File: config.mk
export PLATFORM = sky130hd
export DESIGN_NAME = comparator_8_bit
export DESIGN_NICKNAME = d
export VERILOG_FILES = /design/src/rtl/cmp_pkg.sv /design/src/rtl/comparator_slice.sv /design/src/rtl/comparator_8_bit.sv
export SDC_FILE = /design/constraint.sdc
export NUM_CORES = 1
export LEC_CHECK = 0
export CAP_MARGIN = 20
export CORE_MARGIN = 10
export CORE_UTILIZATION = 37
export CTS_CLUSTER_DIAMETER = 50
export CTS_CLUSTER_SIZE = 28
export DETAILED_ROUTE_END_ITERATION = 7
export GPL_TIMING_DRIVEN = 1
export PLACE_DENSITY = 0.85
export SETUP_SLACK_MARGIN = 0.15
export SYNTH_ARGS = -nofsm -noshare
export SYNTH_HDL_FRONTEND = slang
export SYNTH_HIERARCHICAL = 1
export SYNTH_SLANG_ARGS = --single-unit
export TNS_END_PERCENT = 10
File: constraint.sdc
create_clock -name clk -period 2.4 [get_ports clk]
set_clock_uncertainty 0.15 [all_clocks]
set_input_delay 0.6 -clock clk [delete_from_list [all_inputs] [get_ports clk]]
set_output_delay 0.6 -clock clk [all_outputs]
set_load 0.02 [all_outputs]
File: src/rtl/cmp_pkg.sv
// Shared types and helpers for the cascaded magnitude comparator.
// Pure declarations: no logic, no latency, no flow control.
package cmp_pkg;

    typedef enum logic [1:0] {
        CMP_EQ = 2'd0,
        CMP_LT = 2'd1,
        CMP_GT = 2'd2
    } cmp_res_t;

    localparam int CMP_SLICE_W_DEFAULT = 4;

    // Flag bundle in {gt, lt, eq} bit order.
    typedef struct packed {
        logic gt;
        logic lt;
        logic eq;
    } cmp_flags_t;

    function automatic cmp_flags_t res_to_flags(input cmp_res_t res);
        cmp_flags_t f;
        f = '0;
        case (res)
            CMP_GT:  f.gt = 1'b1;
            CMP_LT:  f.lt = 1'b1;
            default: f.eq = 1'b1;
        endcase
        return f;
    endfunction

    // A slice never raises more than one flag; anything else collapses to EQ.
    function automatic cmp_res_t flags_to_res(input cmp_flags_t f);
        cmp_res_t r;
        case (f)
            3'b100:  r = CMP_GT;
            3'b010:  r = CMP_LT;
            default: r = CMP_EQ;
        endcase
        return r;
    endfunction

    // Cascade step: the more significant result wins unless it is equal.
    function automatic cmp_res_t res_merge(input cmp_res_t hi, input cmp_res_t lo);
        return (hi == CMP_EQ) ? lo : hi;
    endfunction

endpackage

File: src/rtl/comparator_slice.sv
// Purpose: combinational SLICE_W-bit magnitude compare with optional sign-bit inversion.
// Latency: 0 cycles (pure combinational).
// Backpressure: none; output follows inputs.
module comparator_slice
    import cmp_pkg::*;
#(
    parameter int SLICE_W = CMP_SLICE_W_DEFAULT
) (
    input  logic [SLICE_W-1:0] a,
    input  logic [SLICE_W-1:0] b,
    input  logic               sign_inv,
    output logic               gt,
    output logic               lt,
    output logic               eq
);

    logic [SLICE_W-1:0] a_k;
    logic [SLICE_W-1:0] b_k;

    // Flipping both top bits maps two's complement ordering onto unsigned ordering.
    always_comb begin
        a_k              = a;
        b_k              = b;
        a_k[SLICE_W-1]   = a[SLICE_W-1] ^ sign_inv;
        b_k[SLICE_W-1]   = b[SLICE_W-1] ^ sign_inv;
    end

    assign gt = (a_k > b_k);
    assign lt = (a_k < b_k);
    assign eq = (a_k == b_k);

endmodule

File: src/rtl/comparator_8_bit.sv
// Purpose: registered WIDTH-bit magnitude comparator built from a cascade of slices;
//          COMPARATOR_SIGNED_EN adds a signed_mode input for two's complement compares.
// Latency: 1 cycle (in_valid at edge N -> out_valid/flags after edge N); backpressure: none, one compare per cycle.
module comparator_8_bit
    import cmp_pkg::*;
#(
    parameter int WIDTH   = 8,
    parameter int SLICE_W = CMP_SLICE_W_DEFAULT
) (
    input  logic             clk,
    input  logic             rst,
    input  logic             in_valid,
`ifdef COMPARATOR_SIGNED_EN
    input  logic             signed_mode,
`endif
    input  logic [WIDTH-1:0] A,
    input  logic [WIDTH-1:0] B,
    output logic             out_valid,
    output logic             A_gt_B,
    output logic             A_lt_B,
    output logic             A_eq_B
);

    localparam int NSLICE = WIDTH / SLICE_W;

    logic       sign_en;
    cmp_res_t   slice_res [NSLICE];
    cmp_res_t   merged;
    cmp_flags_t flags_q;

`ifdef COMPARATOR_SIGNED_EN
    assign sign_en = signed_mode;
`else
    assign sign_en = 1'b0;
`endif

    // Only the most significant slice carries the operand sign bit.
    for (genvar g = 0; g < NSLICE; g++) begin : g_slice
        logic       s_gt;
        logic       s_lt;
        logic       s_eq;
        logic       s_inv;

        assign s_inv = (g == NSLICE - 1) ? sign_en : 1'b0;

        comparator_slice #(
            .SLICE_W (SLICE_W)
        ) u_slice (
            .a        (A[g*SLICE_W +: SLICE_W]),
            .b        (B[g*SLICE_W +: SLICE_W]),
            .sign_inv (s_inv),
            .gt       (s_gt),
            .lt       (s_lt),
            .eq       (s_eq)
        );

        assign slice_res[g] = flags_to_res('{gt: s_gt, lt: s_lt, eq: s_eq});
    end

    always_comb begin
        merged = CMP_EQ;
        for (int i = NSLICE - 1; i >= 0; i--) begin
            merged = res_merge(merged, slice_res[i]);
        end
    end

    // Flags only load on a valid compare, so operands are don't-care otherwise.
    always_ff @(posedge clk) begin
        if (rst) begin
            out_valid <= 1'b0;
            flags_q   <= '0;
        end else begin
            out_valid <= in_valid;
            if (in_valid) begin
                flags_q <= res_to_flags(merged);
            end
        end
    end

    assign A_gt_B = flags_q.gt;
    assign A_lt_B = flags_q.lt;
    assign A_eq_B = flags_q.eq;

    a_onehot: assert property (@(posedge clk) disable iff (rst)
        out_valid |-> $onehot({A_gt_B, A_lt_B, A_eq_B}));

endmodule

After elaboration in Yosys (flattened, before gate mapping). Index checks and enable logic that the tools add are counted.

Memories: 0. Register bits: 4. RAM bits: 0. Bits in read-only memories: 0. Output and inout port bits: 4. Bits of input ports: 19. Latch bits: 0.

Magnitude comparators: 4. Multiplexer cells: 6. Div/mod/pow operators: 0. Bitwise logic cells: 0. Reductions and logical operators: 2. Equality and inequality tests: 8. Add/subtract/negate cells: 0. Shift operators: 0. Multiply operators: 0.

Operators by type and width (count): $eq 4x4->1 (2); $gt 4x4->1 (2); $lt 4x4->1 (2); $pmux 2 s2 (2); $eq 3x2->1 const B (2); $eq 3x3->1 const B (2); $mux 1 (3); $eq 2x1->1 const B (1); $eq 2x2->1 const B (1); $logic_not 2->1 (1); $mux 2 (1); $reduce_or 2->1 (1).

Longest topological paths before layout. Gate-level depths: netlist of the first run.

Depth after elaboration: 8. Gate-level depth with buffers: 10. Depth with buffers taken out: 10.

By module. The synthesis of the first run kept the hierarchy.

By module, submodules not included: comparator_slice (area an instance 142.6 µm², cells an instance 17, times used 2); comparator_8_bit (area an instance 260.2 µm², cells an instance 26, times used 1).

Least setup slack after synthesis of the first run. No wires, ideal clock.

Path kind: input-to-reg. Start point: in A[7]. End point: reg flags_q, in the netlist A_eq_B. Data arrival time: 2.275 ns. Setup time: 0.114 ns. Path buffers: 0. Stages on the path: 10. Required time: 2.136 ns. Slack: -0.139 ns. Cells stage by stage: xor2_1 -> ha_1 -> nand2_1 -> nor2_1 -> a21oi_2 -> or2_1 -> a211o_1 -> ha_1 -> mux2i_1 -> nor2_1.

Word-level cells in the longest chain between the ends: 8.

Ends and longest elaborated chain: from (decl) (RTL line comparator_8_bit.sv:16) `input logic [WIDTH-1:0] A,`; $eq 4x4->1 * (RTL line comparator_slice.sv:30) `assign eq = (a_k == b_k);`; net g_slice[1].s_eq (RTL line comparator_8_bit.sv:41) `logic s_eq;`; $eq 3x2->1 / $eq 3x3->1 (equally long branches) (RTL line cmp_pkg.sv:34) `case (f)`; $pmux 2 s2 * (RTL line cmp_pkg.sv:34); $logic_not 2->1 (RTL line cmp_pkg.sv:44) `return (hi == CMP_EQ) ? lo : hi;`; $mux 2 * (RTL line cmp_pkg.sv:44); $eq 2x1->1 / $eq 2x2->1 (equally long branches) (RTL line cmp_pkg.sv:23) `case (res)`; $reduce_or 2->1 (no source line) *; $mux 1 * (RTL line cmp_pkg.sv:23); to (signal assigned) (RTL line comparator_8_bit.sv:75) `flags_q <= res_to_flags(merged);`; to (decl) (RTL line comparator_8_bit.sv:29) `cmp_flags_t flags_q;`.

The timed path passes the listed nets; every way through them passes the cells marked *. A chain may end at the register's enable or synchronous reset.

Worst setup path in the final report of the first run. Ends and elaborated chain as after synthesis.

==> results of run 1 <==
[metal layers]
metal	share of wire (%)	global-route usage, %	vias up	wire [um]
met4	2.4	6.04	0	33
met3	8.7	3.86	4	120
met5	0	0	-	0
li1	-	-	276	-
met1	36	7.83	230	502
met2	53	15.0	13	729
[synth_stat cells]
| cell | n | area (sq um) |
|---|---|---|
| a211o_1 | 2 | 17.5 |
| and4bb_1 | 1 | 12.5 |
| xnor2_1 | 2 | 17.5 |
| or2b_1 | 1 | 7.51 |
| nor4b_2 | 1 | 15.0 |
| conb_1 | 1 | 3.75 |
| inv_1 | 6 | 22.5 |
| nor2b_1 | 1 | 6.26 |
| or2_1 | 1 | 6.26 |
| nor3b_1 | 4 | 30.0 |
| o21bai_4 | 2 | 37.5 |
| xor2_1 | 2 | 17.5 |
| a21oi_1 | 2 | 10.0 |
| dfxtp_1 | 4 | 80.1 |
| nand2_1 | 4 | 15.0 |
| nor2b_4 | 2 | 27.5 |
| ha_1 | 10 | 125 |
| a21oi_2 | 2 | 17.5 |
| and2_1 | 2 | 12.5 |
| nor2_1 | 5 | 18.8 |
| mux2i_1 | 3 | 30.0 |
| a211oi_1 | 2 | 15.0 |
[cells by family (layout without fill, tap and decap cells)]
group / Yosys count / in the layout / synth area share, %
AND/OR/NAND/NOR: 22 / 22 / 27.8
adder cells (fa/ha/maj): 10 / 10 / 22.9
AO/OA/AOI/OAI: 10 / 10 / 17.9
buffers and inverters: 6 / 38 / 4.13
XOR/XNOR: 4 / 4 / 6.42
flip-flops: 4 / 4 / 14.7
multiplexers: 3 / 3 / 5.50
other: 1 / 4 / 0.687
[per-stage QoR]
step / power (mW) / util [%] / hold slack (ps)
4_1_cts: 0.480 / 75.5 / 342
5_1_grt: 0.529 / 77.8 / 370
3_3_place_gp: 0.346 / 67.0 / 324
6_report: 0.487 / 77.8 / 333
3_5_place_dp: 0.352 / 67.0 / 341
2_1_floorplan: 0.268 / - / 429
[registers in the layout, indices dropped and copies added, names as in the netlist]
| signal | cells |
|---|---|
| A_gt_B | 1 |
| A_eq_B | 1 |
| A_lt_B | 1 |
| out_valid | 1 |
[final timing paths]
check	startpoint	end	cells past startpoint
max	A[7]	A_eq_B$_SDFFE_PP0P_	12
max reg2reg	A_gt_B$_SDFFE_PP0P_	A_gt_B$_SDFFE_PP0P_	2
min reg2reg	A_lt_B$_SDFFE_PP0P_	A_lt_B$_SDFFE_PP0P_	2
min	A_lt_B$_SDFFE_PP0P_	A_lt_B$_SDFFE_PP0P_	2
[where the power goes]
part / switching, mW / internal [mW] / leakage, nW
Clock: 0.0263 / 0.0558 / 0.0138
Combinational: 0.141 / 0.181 / 0.423
Sequential: 0.00437 / 0.0778 / 0.0329
[area by class of cell]
cell class                      count  area, sq um  area share [%]
Sequential cell                     4         80.1            7.63
Inverter                            6         42.5            4.05
Tap cell                           15         18.8            1.79
Clock buffer                        3         22.5            2.15
Multi-Input combinational cell     53          617            58.8
Timing Repair Buffer               29          269            25.6
[worst max-delay path, stage by stage]
cell and delay (ps):
buf_6 90, xor2_1 140, ha_1 310, nand2_2 100, buf_12 100, nor2_4 30
buf_4 140, or2_1 240, a211o_1 290, ha_1 270, mux2i_1 140, nor2_1 50
[what timing repair did]
action                                  in CTS  in global routing
endpoints found under the setup margin       3                  3
buffers inserted                             4                  1
pin swaps                                   20                  8
gates resized for setup                     44                  1
==> results_dict.tcl, run 1 <==
set metrics [dict create \
    ff2ff_setup_slack_ps 1650 \
    setup_violations 3 \
    cp-start-kind "input port" \
    via_per_inst 4.75 \
    hold_class "reg2reg" \
    ant_nets 0 \
    min_period_over_period_pct 105 \
    drt-total-wl_um 1390 \
    setup-tns-final_ps -278 \
    fin_ws_ps -130 \
    dr.pass1.iters 4 \
    grt_start_max_net_pins 5 \
    violations "setup timing" \
    grt_pass1_vias 545 \
    grt_pass1_wl_um 2330 \
    period_minus_slack_ps 2530 \
    first_iter_violations 3 \
    hold_buffers 0 \
    fp-row-count 13 \
    syn_avg_cell_area_sq_um 9.09 \
    place_ws_ps -756 \
    synth_seq_cells 4 \
    synthCells 60 \
    synth.distinct_cells 22 \
    clkTransAtPathRegs_ps 30 \
    antenna_found_initial 0 \
    slew_viol_final 0 \
    layout_common_cells "8 x dlygate4sd2_1, 8 x clkdlybuf4s50_1, 6 x buf_4" \
    io_buffers 22 \
    crit_arrival_ps 2500 \
    diodes 0 \
    cts_buffers 3 \
    syn_to_final_growth_pct 92.4 \
    fmax_mhz 395 \
    rsz0062_at_grt "true" \
    root_buffer "clkbuf_4" \
    clock_latency_ps 230 \
    initial_core_util_pct 40.4 \
    num_io_pins 23 \
    htreeDepth 1 \
    post-place-cells 102 \
    routedWlPerCell_um 12.6 \
    grt_overflow 0 \
    end_kind "flip-flop" \
    status "finished, violations left" \
    crit_type "in2reg" \
    leakage_nw 0.470 \
    num_vias 523 \
    die_area_sq_mm 0.00341 \
    cts.path.max_buffers 2 \
    ys_warn_count 6 \
    hold_viol_final 0 \
    hpwl_um 1130 \
    place_congestion 0.637 \
    placed_cell_area_sq_um 905 \
    vdd_drop_max_mv 0.328 \
    cts_tree "yes" \
    fin_nets 126 \
    instances_no_fill 110 \
    drive_gt1_share_pct 49.5 \
    drc 0 \
    fill_cells 103 \
    worstPathMaxFanout 4 \
    worst_ep_required_time_ps 2370 \
    core_area_sq_mm 0.00135 \
    cts.sinks 4 \
    syn_area_sq_um 546 \
    die_h_um 58.4 \
    design_area_sq_mm 0.00105 \
    synth-seq-area-share_pct 14.7 \
    track_usage_pct 8.64 \
    power.density_mw_per_mm2 463 \
    max_cap_viol_count 0 \
    die_x_um 58.4 \
]
Note: power is estimated with default switching activity, not from simulation.
==> inputs of run 2 (changes only) <==
--- a/config.mk
+++ b/config.mk
@@ -9,7 +9,6 @@
 export CORE_MARGIN = 10
 export CORE_UTILIZATION = 37
 export CTS_CLUSTER_DIAMETER = 50
-export CTS_CLUSTER_SIZE = 28
 export DETAILED_ROUTE_END_ITERATION = 7
 export GPL_TIMING_DRIVEN = 1
 export PLACE_DENSITY = 0.85
==> results of run 2 <==
Same layout as run 1: the final DEF is identical, and so are final timing and power.
==> inputs of run 3 (changes only) <==
--- a/config.mk
+++ b/config.mk
@@ -7,11 +7,11 @@
 export LEC_CHECK = 0
 export CAP_MARGIN = 20
 export CORE_MARGIN = 10
-export CORE_UTILIZATION = 37
+export CORE_UTILIZATION = 40
 export CTS_CLUSTER_DIAMETER = 50
 export DETAILED_ROUTE_END_ITERATION = 7
 export GPL_TIMING_DRIVEN = 1
-export PLACE_DENSITY = 0.85
+export PLACE_DENSITY = 0.87
 export SETUP_SLACK_MARGIN = 0.15
 export SYNTH_ARGS = -nofsm -noshare
 export SYNTH_HDL_FRONTEND = slang
==> constraint.sdc (replaced) <==
create_clock -name clk -period 3 [get_ports clk]
set_clock_uncertainty 0.15 [all_clocks]
set_input_delay 0.75 -clock clk [delete_from_list [all_inputs] [get_ports clk]]
set_output_delay 0.75 -clock clk [all_outputs]
set_load 0.02 [all_outputs]
==> run 3 against run 2 <==
The flow now finishes without violations. Largest cell class unchanged. Die area shrank 5.0%. Worst hold slack improved by 22 ps. Count of clock-buffer cells in the layout unchanged. Cell area down 8.0%. Power decreased by 22%. Largest power group unchanged. Via count increased by 3.8%. Final cell count down 2.7%.
==> results_dict.tcl, run 3 (synthesis results as in run 1) <==
set metrics [dict create \
    status "complete, no violations" \
    track_usage_pct 9.65 \
    grt_use_met2_pct 16.0 \
    cts_buffers 3 \
    grt_start_max_net_pins 5 \
    grtUsageMet3_pct 4.65 \
    hold_path_end "A_gt_B$_SDFFE_PP0P_" \
    core_area_sq_mm 0.00130 \
    period_minus_slack_ps 2760 \
    cts.path.max_buffers 2 \
    grt_pass1_vias 581 \
    initial_core_util_pct 41.9 \
    place_congestion 0.770 \
    grt_overflow 0 \
    grt_pass1_wl_um 2460 \
    critPathMaxStageDelay_ps 450 \
    via_per_inst 5.07 \
    crit_type "in2reg" \
    worstPathMaxFanout 4 \
    worst_ep_required_time_ps 2990 \
    worstReg2RegEnd "A_eq_B$_SDFFE_PP0P_" \
    antenna_found_initial 0 \
    min_period_over_period_pct 91.9 \
    final_common_cell "clkdlybuf4s50_1" \
    clock_latency_ps 250 \
    die_h_um 56.9 \
    hpwl_um 1110 \
    hold_viol_final 0 \
    clkTransAtPathRegs_ps 40 \
    die_area_sq_mm 0.00324 \
    whs_path_depth 2 \
    layout_common_cells "11 x clkdlybuf4s50_1, 6 x ha_1, 5 x dlymetal6s2s_1, 5 x dlygate4sd2_1" \
    vdd_drop_max_mv 0.290 \
    rsz0062_at_grt "true" \
    place_ws_ps -224 \
    fin_ws_ps 242 \
    hold_buffers 0 \
    syn_to_final_growth_pct 77.1 \
    drive_gt1_share_pct 37.0 \
    end_kind "flip-flop" \
    diodes 0 \
    io_buffers 22 \
    slew_viol_final 0 \
    rr_worst_depth 2 \
    min_from "A_gt_B$_SDFFE_PP0P_" \
    crit_chain "clkdlybuf4s50_1 > ha_4 > nand2_2 > o21bai_4 > a21oi_4 > and4bb_1 > a211o_1 > ha_2 > mux2i_1 > nor2_1" \
    routedWlPerCell_um 12.9 \
    fp-row-count 13 \
    cp-start-kind "input port" \
    drt-total-wl_um 1380 \
    setup_violations 0 \
    critPathSlowestCell "clkdlybuf4s50_1" \
    cts_tree "yes" \
    fill_cells 99 \
    ant_nets 0 \
    utilization_pct 74.2 \
    power.density_mw_per_mm2 391 \
    first_iter_violations 1 \
    max_cap_viol_count 0 \
    cts.sinks 4 \
    rr_startpoint "A_eq_B$_SDFFE_PP0P_" \
    ff2ff_setup_slack_ps 2250 \
    num_vias 543 \
    crit_arrival_ps 2740 \
    gr-usage-met1_pct 8.37 \
    num_io_pins 23 \
    dr.pass1.iters 4 \
    hold_class "reg2reg" \
    leakage_nw 0.467 \
    htreeDepth 1 \
    root_buffer "clkbuf_4" \
    fmax_mhz 363 \
    drc 0 \
    p_total_mw 0.378 \
    fin_nets 123 \
    die_x_um 56.9 \
    grt.busiest_layer "met2" \
]
## run 3: how the worst max path moves through the flow
stage | from | endpoint | cells after the start
5_1_grt | A[3] | A_lt_B$_SDFFE_PP0P_ | 11
3_5_place_dp | A[7] | A_eq_B$_SDFFE_PP0P_ | 11
6_report | A[2] | A_lt_B$_SDFFE_PP0P_ | 10
4_1_cts | A[5] | A_lt_B$_SDFFE_PP0P_ | 10
3_3_place_gp | A[7] | A_eq_B$_SDFFE_PP0P_ | 11
2_1_floorplan | A[7] | A_eq_B$_SDFFE_PP0P_ | 10
## run 3: worst max-delay path: cells and delay by family
kind / cells / cell delay (ps)
buf+inv: 1 / 450
fa+ha+maj: 2 / 460
mux: 1 / 120
simple gates: 3 / 380
compound gates: 3 / 590
## run 3: final cells by class
| cell class | instances | area [sq um] | area share, % |
|---|---|---|---|
| inverter | 6 | 22.5 | 2.33 |
| timing repair buffer | 26 | 251 | 26.0 |
| clock buffer | 3 | 22.5 | 2.33 |
| tap | 15 | 18.8 | 1.94 |
| multi-input combinational | 53 | 571 | 59.1 |
| sequential | 4 | 80.1 | 8.29 |
## run 3: layer usage
metal / vias to the layer above / share of wire [%]
met5: - / 0
met3: 5 / 9.1
met1: 250 / 36
met4: 0 / 4.1
met2: 18 / 50
li1: 270 / -
## run 3: through the flow
stage,area (sq um),setup TNS [ps],hold WS (ps),std cells
floorplan,557,0,429,63
global placement,811,-387,328,102
detailed placement,811,-521,340,102
CTS,896,0,360,106
global route,966,0,396,107
finish,966,0,355,107
## run 3: timing repair
item | 4_1_cts | 5_1_grt
setup buffers | 1 | 1
endpoints found under the setup margin | 3 | 3
pin swaps | 13 | 14
gates resized for setup | 19 | 18
## run 3: power by group
group          internal [mW]  switching (mW)
combinational          0.132           0.106
clock                 0.0451          0.0273
sequential            0.0622         0.00489
